**src/rtl/shift_deserializer.sv**
```systemverilog
// Serial-to-parallel receiver: assembles WIDTH bits (MSB- or LSB-first) into a word on a valid/ready port.
// Optional even-parity trailer bit and par_err flag enabled by defining DESER_PARITY_EN.
module shift_deserializer #(
  parameter int WIDTH = 32,
  parameter int CNT_W = $clog2(WIDTH + 1)
) (
  input  logic             clk,
  input  logic             rst_n,
  input  logic             clr,
  input  logic             ser_valid,
  input  logic             ser_data,
  output logic             ser_ready,
  input  logic             dir,
  output logic [WIDTH-1:0] par_data,
  output logic             par_valid,
  input  logic             par_ready,
  output logic             par_err
);

  typedef enum logic [1:0] {IDLE, SHIFT, HOLD} state_t;

`ifdef DESER_PARITY_EN
  localparam bit PARITY = 1'b1;
  localparam int LAST   = WIDTH;
`else
  localparam bit PARITY = 1'b0;
  localparam int LAST   = WIDTH - 1;
`endif
  // cnt value seen on the final accept of a frame (compared before increment to avoid overflow)
  localparam logic [CNT_W-1:0] LAST_CNT = CNT_W'(LAST);

  state_t             state, state_nxt;
  logic               live;
  logic               dir_q;
  logic               shift_dir;
  logic               accept;
  logic               last_bit;
  logic [CNT_W-1:0]   cnt;
  logic [WIDTH-1:0]   sreg;
  logic [WIDTH-1:0]   sreg_nxt;

  assign ser_ready = live && (state != HOLD);
  assign accept    = ser_valid && ser_ready;
  assign last_bit  = (state == SHIFT) && (cnt == LAST_CNT);
  assign shift_dir = (state == IDLE) ? dir : dir_q;
  assign sreg_nxt  = shift_dir ? {ser_data, sreg[WIDTH-1:1]} : {sreg[WIDTH-2:0], ser_data};

  always_ff @(posedge clk or negedge rst_n) begin
    if (!rst_n) state <= IDLE;
    else        state <= state_nxt;
  end

  always_comb begin
    state_nxt = state;
    case (state)
      IDLE:    if (accept) state_nxt = SHIFT;
      SHIFT:   if (accept && last_bit) state_nxt = HOLD;
      HOLD:    if (par_ready) state_nxt = IDLE;
      default: state_nxt = IDLE;
    endcase
    if (clr) state_nxt = IDLE;
  end

  always_ff @(posedge clk or negedge rst_n) begin
    if (!rst_n) begin
      live      <= 1'b0;
      dir_q     <= 1'b0;
      cnt       <= '0;
      sreg      <= '0;
      par_data  <= '0;
      par_valid <= 1'b0;
    end else begin
      live <= 1'b1;
      if (clr) begin
        cnt       <= '0;
        sreg      <= '0;
        par_valid <= 1'b0;
      end else if (state == HOLD) begin
        if (par_ready) par_valid <= 1'b0;
      end else if (accept) begin
        if (state == IDLE) dir_q <= dir;
        if (last_bit) begin
          cnt       <= '0;
          par_valid <= 1'b1;
          // with parity the final bit is the trailer, so the word is already complete in sreg
          par_data  <= PARITY ? sreg : sreg_nxt;
          if (!PARITY) sreg <= sreg_nxt;
        end else begin
          cnt  <= (state == IDLE) ? CNT_W'(1) : cnt + CNT_W'(1);
          sreg <= sreg_nxt;
        end
      end
    end
  end

`ifdef DESER_PARITY_EN
  logic err_q;
  assign par_err = err_q;

  always_ff @(posedge clk or negedge rst_n) begin
    if (!rst_n)                             err_q <= 1'b0;
    else if (clr)                           err_q <= 1'b0;
    else if (state == HOLD && par_ready)    err_q <= 1'b0;
    else if (accept && last_bit)            err_q <= (^sreg) ^ ser_data;
  end
`else
  assign par_err = 1'b0;
`endif

endmodule
```
**config.mk**
```make
export PLATFORM = sky130hd
export DESIGN_NAME = shift_deserializer
export DESIGN_NICKNAME = d
export VERILOG_FILES = /design/src/rtl/shift_deserializer.sv
export SDC_FILE = /design/constraint.sdc
export NUM_CORES = 1
export LEC_CHECK = 0
export BUFFER_PORTS_ARGS = -buffer_cell sky130_fd_sc_hd__buf_2
export CAP_MARGIN = 0
export CORE_MARGIN = 2
export CORE_UTILIZATION = 47
export CTS_CLUSTER_SIZE = 12
export DETAILED_ROUTE_END_ITERATION = 6
export HOLD_SLACK_MARGIN = 0.02
export PLACE_DENSITY = 0.67
export SLEW_MARGIN = 20
export SYNTH_ARGS = -nofsm -noshare
export SYNTH_HDL_FRONTEND = slang
export SYNTH_SLANG_ARGS = --single-unit
```
**constraint.sdc**
```tcl
create_clock -name clk -period 5 [get_ports clk]
set_input_delay 0.25 -clock clk [delete_from_list [all_inputs] [get_ports clk]]
set_output_delay 0.25 -clock clk [all_outputs]
set_load 0.01 [all_outputs]
```
---- Yosys cells after proc, flatten, opt, wreduce, memory -nomap -nowiden ----
Index checks and enable logic that the tools add are counted.
word-level totals
  register bits after elaboration ......... 75
  logic and storage cells ................. 51
  output and inout bits ................... 35
  input port bits ......................... 7
cells by class
  reductions and logical operators ........ 13
  $add $sub $neg .......................... 1
  mux-type cells .......................... 20
  bitwise gates (word level) .............. 2
  eq/ne operators ......................... 8
operator list
  cell                 count
  $mux 32              4
  $mux 6               5
  $reduce_and 3->1     3
  $mux 2               4
  $add 6x1->6 const B  1
  $eq 6x5->1 const B   1
  $mux 1               6
  $ne 3x3->1 const B   2
  $pmux 2 s3           1
  $reduce_bool 3->1    2
  $logic_and 1x1->1    4
  $ne 2x2->1 const B   2
  $reduce_and 4->1     1
  $ne 3x2->1 const B   1
  $eq 2x1->1 const B   1
  $eq 2x2->1 const B   1
  $logic_not 2->1      1
  $not 1->1            2
  $reduce_and 2->1     1
  $reduce_bool 2->1    1

---- Longest topological paths before layout ----
Gate-level depths: netlist of the first run.
  depth after elaboration ................. 7
  mapped depth ............................ 7
  gate-level depth less buffers ........... 5

---- Worst setup path after synthesis of the first run ----
OpenSTA, ideal clock, no wires.
  path kind ............................... register to register
  from .................................... register state[1]
  to ...................................... register par_data[29]
  data required time ...................... 4875 ps
  clock period less this slack ............ 1731 ps
  cell stages (with the launch flop) ...... 5
  buffers on the path ..................... 0
  library setup time ...................... 125 ps
  slack ................................... 3269 ps
  arrival time ............................ 1606 ps
  cells stage by stage .................... dfrtp_1 > nor2_2 > mux2i_4 > mux2_2 > mux2_2
between the ends
  longest elaborated chain between the ends .. 4
  elaborated cells on any way between the ends .. 11
  classes of those cells .................. eq/ne (3); mux (2); bitwise (1); reduce/logical (5)
ends and longest elaborated chain
  what                               line  RTL
  start, declared                    32    state_t state, state_nxt;
  start signal, assigned             50    else state <= state_nxt;
  $ne 2x2->1                         42    assign ser_ready = live && (state != HOLD);
  $logic_and 1x1->1                  42
  $logic_and 1x1->1                  43    assign accept = ser_valid && ser_ready;
  $reduce_and 4->1 (no source line)  --
  end signal, assigned               86    par_data <= PARITY ? sreg : sreg_nxt;
  end, declared                      14    output logic [WIDTH-1:0] par_data,
Parallel ways exist; a longest one is shown, timed or not.
A chain may end at the register's enable or synchronous reset.

---- Worst setup path after layout of the first run ----
  from .................................... register cnt[0]
  to ...................................... register par_data[30]
between the ends
  longest elaborated chain between the ends .. 3
ends and longest elaborated chain
  what                               line  RTL
  start, declared                    38    logic [CNT_W-1:0] cnt;
  start signal, assigned             89    cnt <= (state == IDLE) ? CNT_W'(1) : cnt + CNT_W'(1);
  $eq 6x5->1                         44    assign last_bit = (state == SHIFT) && (cnt == LAST_CNT);
  $logic_and 1x1->1                  44
  $reduce_and 4->1 (no source line)  --
No other way between the ends.

==> out/qor.yml, run 1 <==
floorplan:
  core_mm2: 0.00718
  die-area_mm2: 0.00800
  die_h_um: 89.5
  die_w_um: 89.5
  rows: 31
  ios: 42
  start_util: 0.478
detailed_routing:
  drcViolationCount: 0
  wirelength_um: 7060
  dr.pass1.iters: 4
  post_drt_wl_per_cell_um: 15.8
  drt_iter0_markers: 197
  antenna_left: 0
  vias: 2521
  viasPerCell: 5.65
power:
  leakagePower_uw: 0.00179
  comb_power_share: 0.097
  internal-power_uw: 903
  switchingPower_uw: 295
  p_per_area_mw_per_mm2: 313
  pwr-share-seq: 0.535
  vdd_drop_max_mv: 0.136
  power_uw: 1200
  pwr-share-clk: 0.368
  swShare: 0.246
cts:
  worstSkewPairLatency_ns: 0.34
  cts_resized: 0
  clock-sinks: 75
  clk_pin_slew_worst_paths_ns: 0.07
  cts_max_path_buffers: 2
  cts_tree: "done"
  hold_buffers: 0
  htreeDepth: 3
  root_buffer: "clkbuf_8"
  numCtsBuffers: 9
  post-cts-setup-buffers: 0
sta:
  rsz0062_at_grt: "false"
  drv_slew: 0
  timing.final.crit_share: 0.537
  skew_ns: 0.00869
  finalSetupViolations: 0
  max_freq_mhz: 373
  slew_headroom: 0.376
  fin_ws_ns: 2.32
  tns_ns: 0
  tightest_slew_ns: 0.936
  hold_viol: 0
  min_period_ns: 2.68
placement:
  finalWeightedCongestion: 0.739
  hpwl_um: 4080
  post-place-ws_ns: 2.05
  io_buffers: 40
  dp.cells: 432
critical_path:
  r2r_cells: 5
  r2r-start: "cnt[0]$_DFFE_PN0P_"
  cp-end-kind: "flip-flop"
  critPathRequiredTime_ns: 5.22
  cpLargestDelayFamily: "simple AND/OR/NAND/NOR gates"
  worstPathMaxFanout: 35
  cp-start-kind: "flip-flop"
  ff2ff_setup_slack_ns: 2.32
  crit_arrival_ns: 2.90
  cp.buffers_inverters: 0
  timing.rr.end: "par_data[30]$_DFFE_PN0P_"
  max_stage_delay_ns: 0.91
  worst-path-stages: 5
  critical_path_class: "reg -> reg"
  path_cells: "ha_1, and3_1, nand2_2, or3_2, mux2_2"
  slowest_stage: "or3_2"
synthesis:
  synthTopCellsByArea: "dfrtp_1 (55%), mux2i_1 (8.7%), o31ai_1 (6.8%), a211oi_1 (6.6%), nor2_1 (4.4%)"
  ys_types: 35
  yosys-top-cells-count: "dfrtp_1 (75), nor2_1 (40), o31ai_1 (31)"
  ys.flop_type: "dfrtp_1"
  ys_ff_latch: 75
  synth_top_area_frac: 0.547
  seq_area_frac_synth: 0.547
  synth_edf_count: 0
  synth_simple_gate_area_share: 0.0882
  synth_compound_area_frac: 0.206
  yosysMostFrequentCell: "dfrtp_1"
  synth_top_area_cell: "dfrtp_1"
  synthAdderAreaFrac: 0.00365
  async_reset_ff_frac: 1.00
  synthesis.area_mm2: 0.00343
  synth_area_per_cell_um2: 10.7
  synth_top_family_by_area: "compound AO/OA/AOI/OAI gates"
  synth_mux_area_frac: 0.107
  synthCells: 320
  syn_nets: 328
  ys_warn_count: 0
  synth-xor-area-share: 0
cells_and_area:
  num_antenna_cells: 0
  area_delta_synth_final_pct: 11.5
  fin_nets: 352
  drive_above_1_share: 0.190
  final_cells: 446
grt:
  grt_pass1_wl_um: 11800
  grtUsageTotal: 0.190
  grt.overflow.total: 0
  grt_pass1_vias: 2396
  met3_usage: 0.0452
  antenna_found_initial: 0
  grt_use_met2: 0.275
  use_met1: 0.275
  grt_max_degree: 77
  grt_busiest_layer: "met1"
run:
  maxCapViolations: 0
outcome:
  status: "complete, no violations"
min_path:
  hold_path_class: "in -> async"
layer usage:
metal | up-vias | share of wire
met5 | - | 0
met4 | 0 | 0.011
met3 | 7 | 0.044
met2 | 62 | 0.46
met1 | 1224 | 0.49
li1 | 1228 | -
sequential cells by signal, indices dropped and copies added (netlist names):
register and flops:
cnt 6, live 1, state 2, dir_q 1
par_data 32, sreg 32, par_valid 1
cell type report:
class / count / area, µm²
Clock buffer: 11 / 141
Clock inverter: 3 / 40.0
Fill cell: 653 / 3350
Inverter: 3 / 11.3
Multi-Input combinational cell: 211 / 1400
Sequential cell: 75 / 1880
Tap cell: 99 / 124
Timing Repair Buffer: 44 / 230
cell usage in the layout (no fill, tap or decap), types with 4 or more instances in the layout:
master / count
a211oi_1: 30
a21oi_1: 7
buf_2: 40
buf_4: 4
clkbuf_8: 10
dfrtp_1: 75
mux2_2: 4
mux2i_1: 30
nand2_1: 4
nand3_1: 8
nor2_1: 40
o21ai_0: 8
o21ai_1: 27
o31ai_1: 31
through the flow:
step	area [µm²]	hold WS, ns	util
6_report	3830	0.134	0.533
5_1_grt	3830	0.207	0.533
4_1_cts	3820	0.162	0.533
3_5_place_dp	3640	0.494	0.507
3_3_place_gp	3640	0.496	0.507
2_1_floorplan	3430	-0.0456	-
cell families (layout without fill, tap and decap cells):
logic type | after synthesis | count (layout)
mux | 35 | 35
simple gates | 65 | 65
compound gates | 108 | 108
other cells | 2 | 2
buf+inv | 34 | 61
flops | 75 | 75
fa+ha+maj | 1 | 1
worst max path at each step:
stage	slack (ns)	endpoint	start
floorplan	3.27	par_data[29]$_DFFE_PN0P_	state[1]$_DFFE_PN0P_
global placement	2.10	par_data[30]$_DFFE_PN0P_	cnt[0]$_DFFE_PN0P_
detailed placement	2.05	par_data[29]$_DFFE_PN0P_	cnt[0]$_DFFE_PN0P_
CTS	2.02	par_data[29]$_DFFE_PN0P_	cnt[0]$_DFFE_PN0P_
global route	2.15	par_data[30]$_DFFE_PN0P_	cnt[0]$_DFFE_PN0P_
finish	2.32	par_data[30]$_DFFE_PN0P_	cnt[0]$_DFFE_PN0P_
worst register-to-register path: stages, from the launching register on:
cell	delay (ns)
dfrtp_1	0.39
ha_1	0.19
and3_1	0.24
nand2_2	0.42
or3_2	0.94
mux2_2	0.39
power by group through the flow:
| stage | sequential [µW] | combinational, µW | clock (µW) |
|---|---|---|---|
| global placement | 652 | 114 | 0 |
| detailed placement | 653 | 117 | 0 |
| finish | 641 | 116 | 441 |
| CTS | 641 | 117 | 454 |
| global route | 643 | 129 | 482 |
| floorplan | 648 | 88.8 | 0 |
Note: power is estimated with default switching activity, not from simulation.
==> run 2, diff against run 1 <==
- ABC_AREA: unset -> 1
- clock period: 5 -> 2.8 ns (I/O delays scaled with it)
==> out/qor.yml, run 2 <==
detailed_routing:
  vias: 2657
  wirelength_um: 6600
  drt_iter0_markers: 144
  antenna_left: 0
  wl_met1_um: 3220
  drcViolationCount: 0
  dr_wl_met2_um: 3030
  dr.pass1.iters: 5
  post_drt_wl_per_cell_um: 11.6
  dr_wl_met3_um: 241
  highest_layer: "met4"
  viasPerCell: 4.69
sta:
  hold_viol: 0
  finalSetupViolations: 0
  max_freq_mhz: 471
  min_period_ns: 2.12
  rsz0062_at_grt: "false"
  timing.final.crit_share: 0.759
  drv_slew: 0
  tns_ns: 0
  slew_headroom: 0.379
  skew_ns: 0.00686
  tightest_slew_ns: 0.932
synthesis:
  ys_ff_latch: 75
  synth_top_area_cell: "dfrtp_1"
  ys_types: 27
  ys_warn_count: 0
  synthTopCellsByArea: "dfrtp_1 (55%), nand2_1 (21%), o21ai_0 (7.1%), inv_1 (4.8%), o21ai_1 (2.2%)"
  synth_area_per_cell_um2: 8.01
  seq_area_frac_synth: 0.546
  synthCells: 429
  syn_nets: 437
  ys.flop_type: "dfrtp_1"
  synth_top_area_frac: 0.546
  async_reset_ff_frac: 1.00
  synthesis.area_mm2: 0.00343
  yosysMostFrequentCell: "nand2_1"
  yosys-top-cells-count: "nand2_1 (190), dfrtp_1 (75), o21ai_0 (49)"
  synth_edf_count: 0
power:
  leakagePower_uw: 0.00206
  p_per_area_mw_per_mm2: 566
  vdd_drop_max_mv: 0.370
grt:
  grtUsageTotal: 0.185
  grt.overflow.total: 0
  grt_pass1_wl_um: 11500
  grt_pass1_vias: 2577
  antenna_found_initial: 0
  grt_max_degree: 76
cells_and_area:
  largestRegisters: "par_data (32), sreg (32), cnt (6)"
  num_antenna_cells: 0
  final_common_cell: "nand2_1"
  area_delta_synth_final_pct: 12.8
  fin_nets: 471
  stdcell_area_mm2: 0.00387
  nFillCells: 695
  final_cell_mix: "nand2_1 (190), dfrtp_1 (75), o21ai_0 (49)"
  drive_above_1_share: 0.145
floorplan:
  core_mm2: 0.00718
  die_h_um: 89.5
  rows: 31
  die_w_um: 89.5
  ios: 42
  start_util: 0.479
  die-area_mm2: 0.00801
critical_path:
  critical_path_class: "reg -> reg"
  crit_arrival_ns: 2.35
  critPathRequiredTime_ns: 3.03
  worstPathMaxFanout: 35
  cp-end-kind: "flip-flop"
  cp-start-kind: "flip-flop"
cts:
  worstSkewPairLatency_ns: 0.34
  numCtsBuffers: 9
  cts_max_path_buffers: 2
  clk_pin_slew_worst_paths_ns: 0.08
  root_buffer: "clkbuf_8"
  htreeDepth: 3
  post-cts-setup-buffers: 0
  clock-sinks: 75
  cts_tree: "done"
placement:
  hpwl_um: 4210
  io_buffers: 40
  finalWeightedCongestion: 0.825
  postPlaceCellArea_mm2: 0.00364
run:
  maxCapViolations: 0
outcome:
  status: "complete, no violations"
min_path:
  hold_path_class: "in -> reg"
==> run 2: cell types whose count changed in the layout (fill, tap and decap cells not counted), sizes merged, moves of 5 or more <==
cell | before | now
nand2 | 5 | 195
inv | 3 | 45
nor2 | 41 | 9
mux2i | 31 | 0
o31ai | 31 | 0
a211oi | 30 | 0
o21ai | 35 | 65
a21oi | 7 | 2
==> run 2: kinds of logic (layout without fill, tap and decap cells) <==
kind of cell / Yosys count / after routing / share of synthesized area
and+or+nand+nor: 213 / 213 / 0.247
DFF: 75 / 75 / 0.546
AOI/OAI and AO/OA: 71 / 71 / 0.107
buffers and inverters: 66 / 105 / 0.0911
other: 2 / 2 / 0.00219
adders and majority gates: 1 / 1 / 0.00364
xor gates and xnor gates: 1 / 1 / 0.00255
==> run 2: what timing repair did <==
action,4_1_cts,5_1_grt
setup endpoints to repair,0,0
hold buffers,1,0
endpoints found under the hold margin,75,0
resized for setup,0,0
==> run 2: cell type report <==
cell class,count,area (µm²),share of cell area
sequential,75,1880,0.484
multi-input combinational,288,1240,0.321
timing repair buffer,43,228,0.0588
inverter,46,174,0.0449
clock buffer,12,155,0.0400
tap,99,124,0.0320
clock inverter,4,72.6,0.0187
==> run 2: final timing paths <==
check / start / to / slack, ns / depth (start not counted)
min in group asynchronous: rst_n / par_data[23]$_DFFE_PN0P_ / 0.48 / 2
worst min-delay path: par_ready / state[1]$_DFFE_PN0P_ / 0.11 / 4
worst max register to register: cnt[0]$_DFFE_PN0P_ / par_data[21]$_DFFE_PN0P_ / 0.68 / 9
worst max-delay path: cnt[0]$_DFFE_PN0P_ / par_data[21]$_DFFE_PN0P_ / 0.68 / 9
worst min register to register: par_data[20]$_DFFE_PN0P_ / par_data[20]$_DFFE_PN0P_ / 0.47 / 2
max in group asynchronous: rst_n / sreg[18]$_DFFE_PN0P_ / 1.71 / 2
==> run 2: critical path: stages (launching register included) <==
cell	delay (ns)
dfrtp_1	0.42
ha_1	0.23
nand2_1	0.11
inv_1	0.06
nand2_1	0.09
nor2_2	0.06
nand2_4	0.29
clkinv_2	0.45
nand2_1	0.23
nand2_1	0.08
==> run 2: per-stage QoR <==
step	util	power (µW)	setup slack (ns)	cells	hold WS [ns]
final	0.540	2190	0.676	567	0.106
after global routing	0.540	2300	0.430	567	0.113
after CTS	0.540	2220	0.643	567	0.0839
after detailed placement	0.507	1280	0.649	550	0.343
after global placement	0.507	1280	0.714	550	0.354
after floorplan	-	1250	1.40	429	-0.156
==> run 2: report_power, final <==
group	switching, µW	internal (µW)
sequential	7.92	1090
clock	388	550
combinational	125	29.4
total	522	1670
==> run 2: layer usage <==
layer  vias up  GRT usage
met2        59      0.286
li1       1381          -
met5         -          0
met4         0     0.0828
met1      1207      0.254
met3        10     0.0351
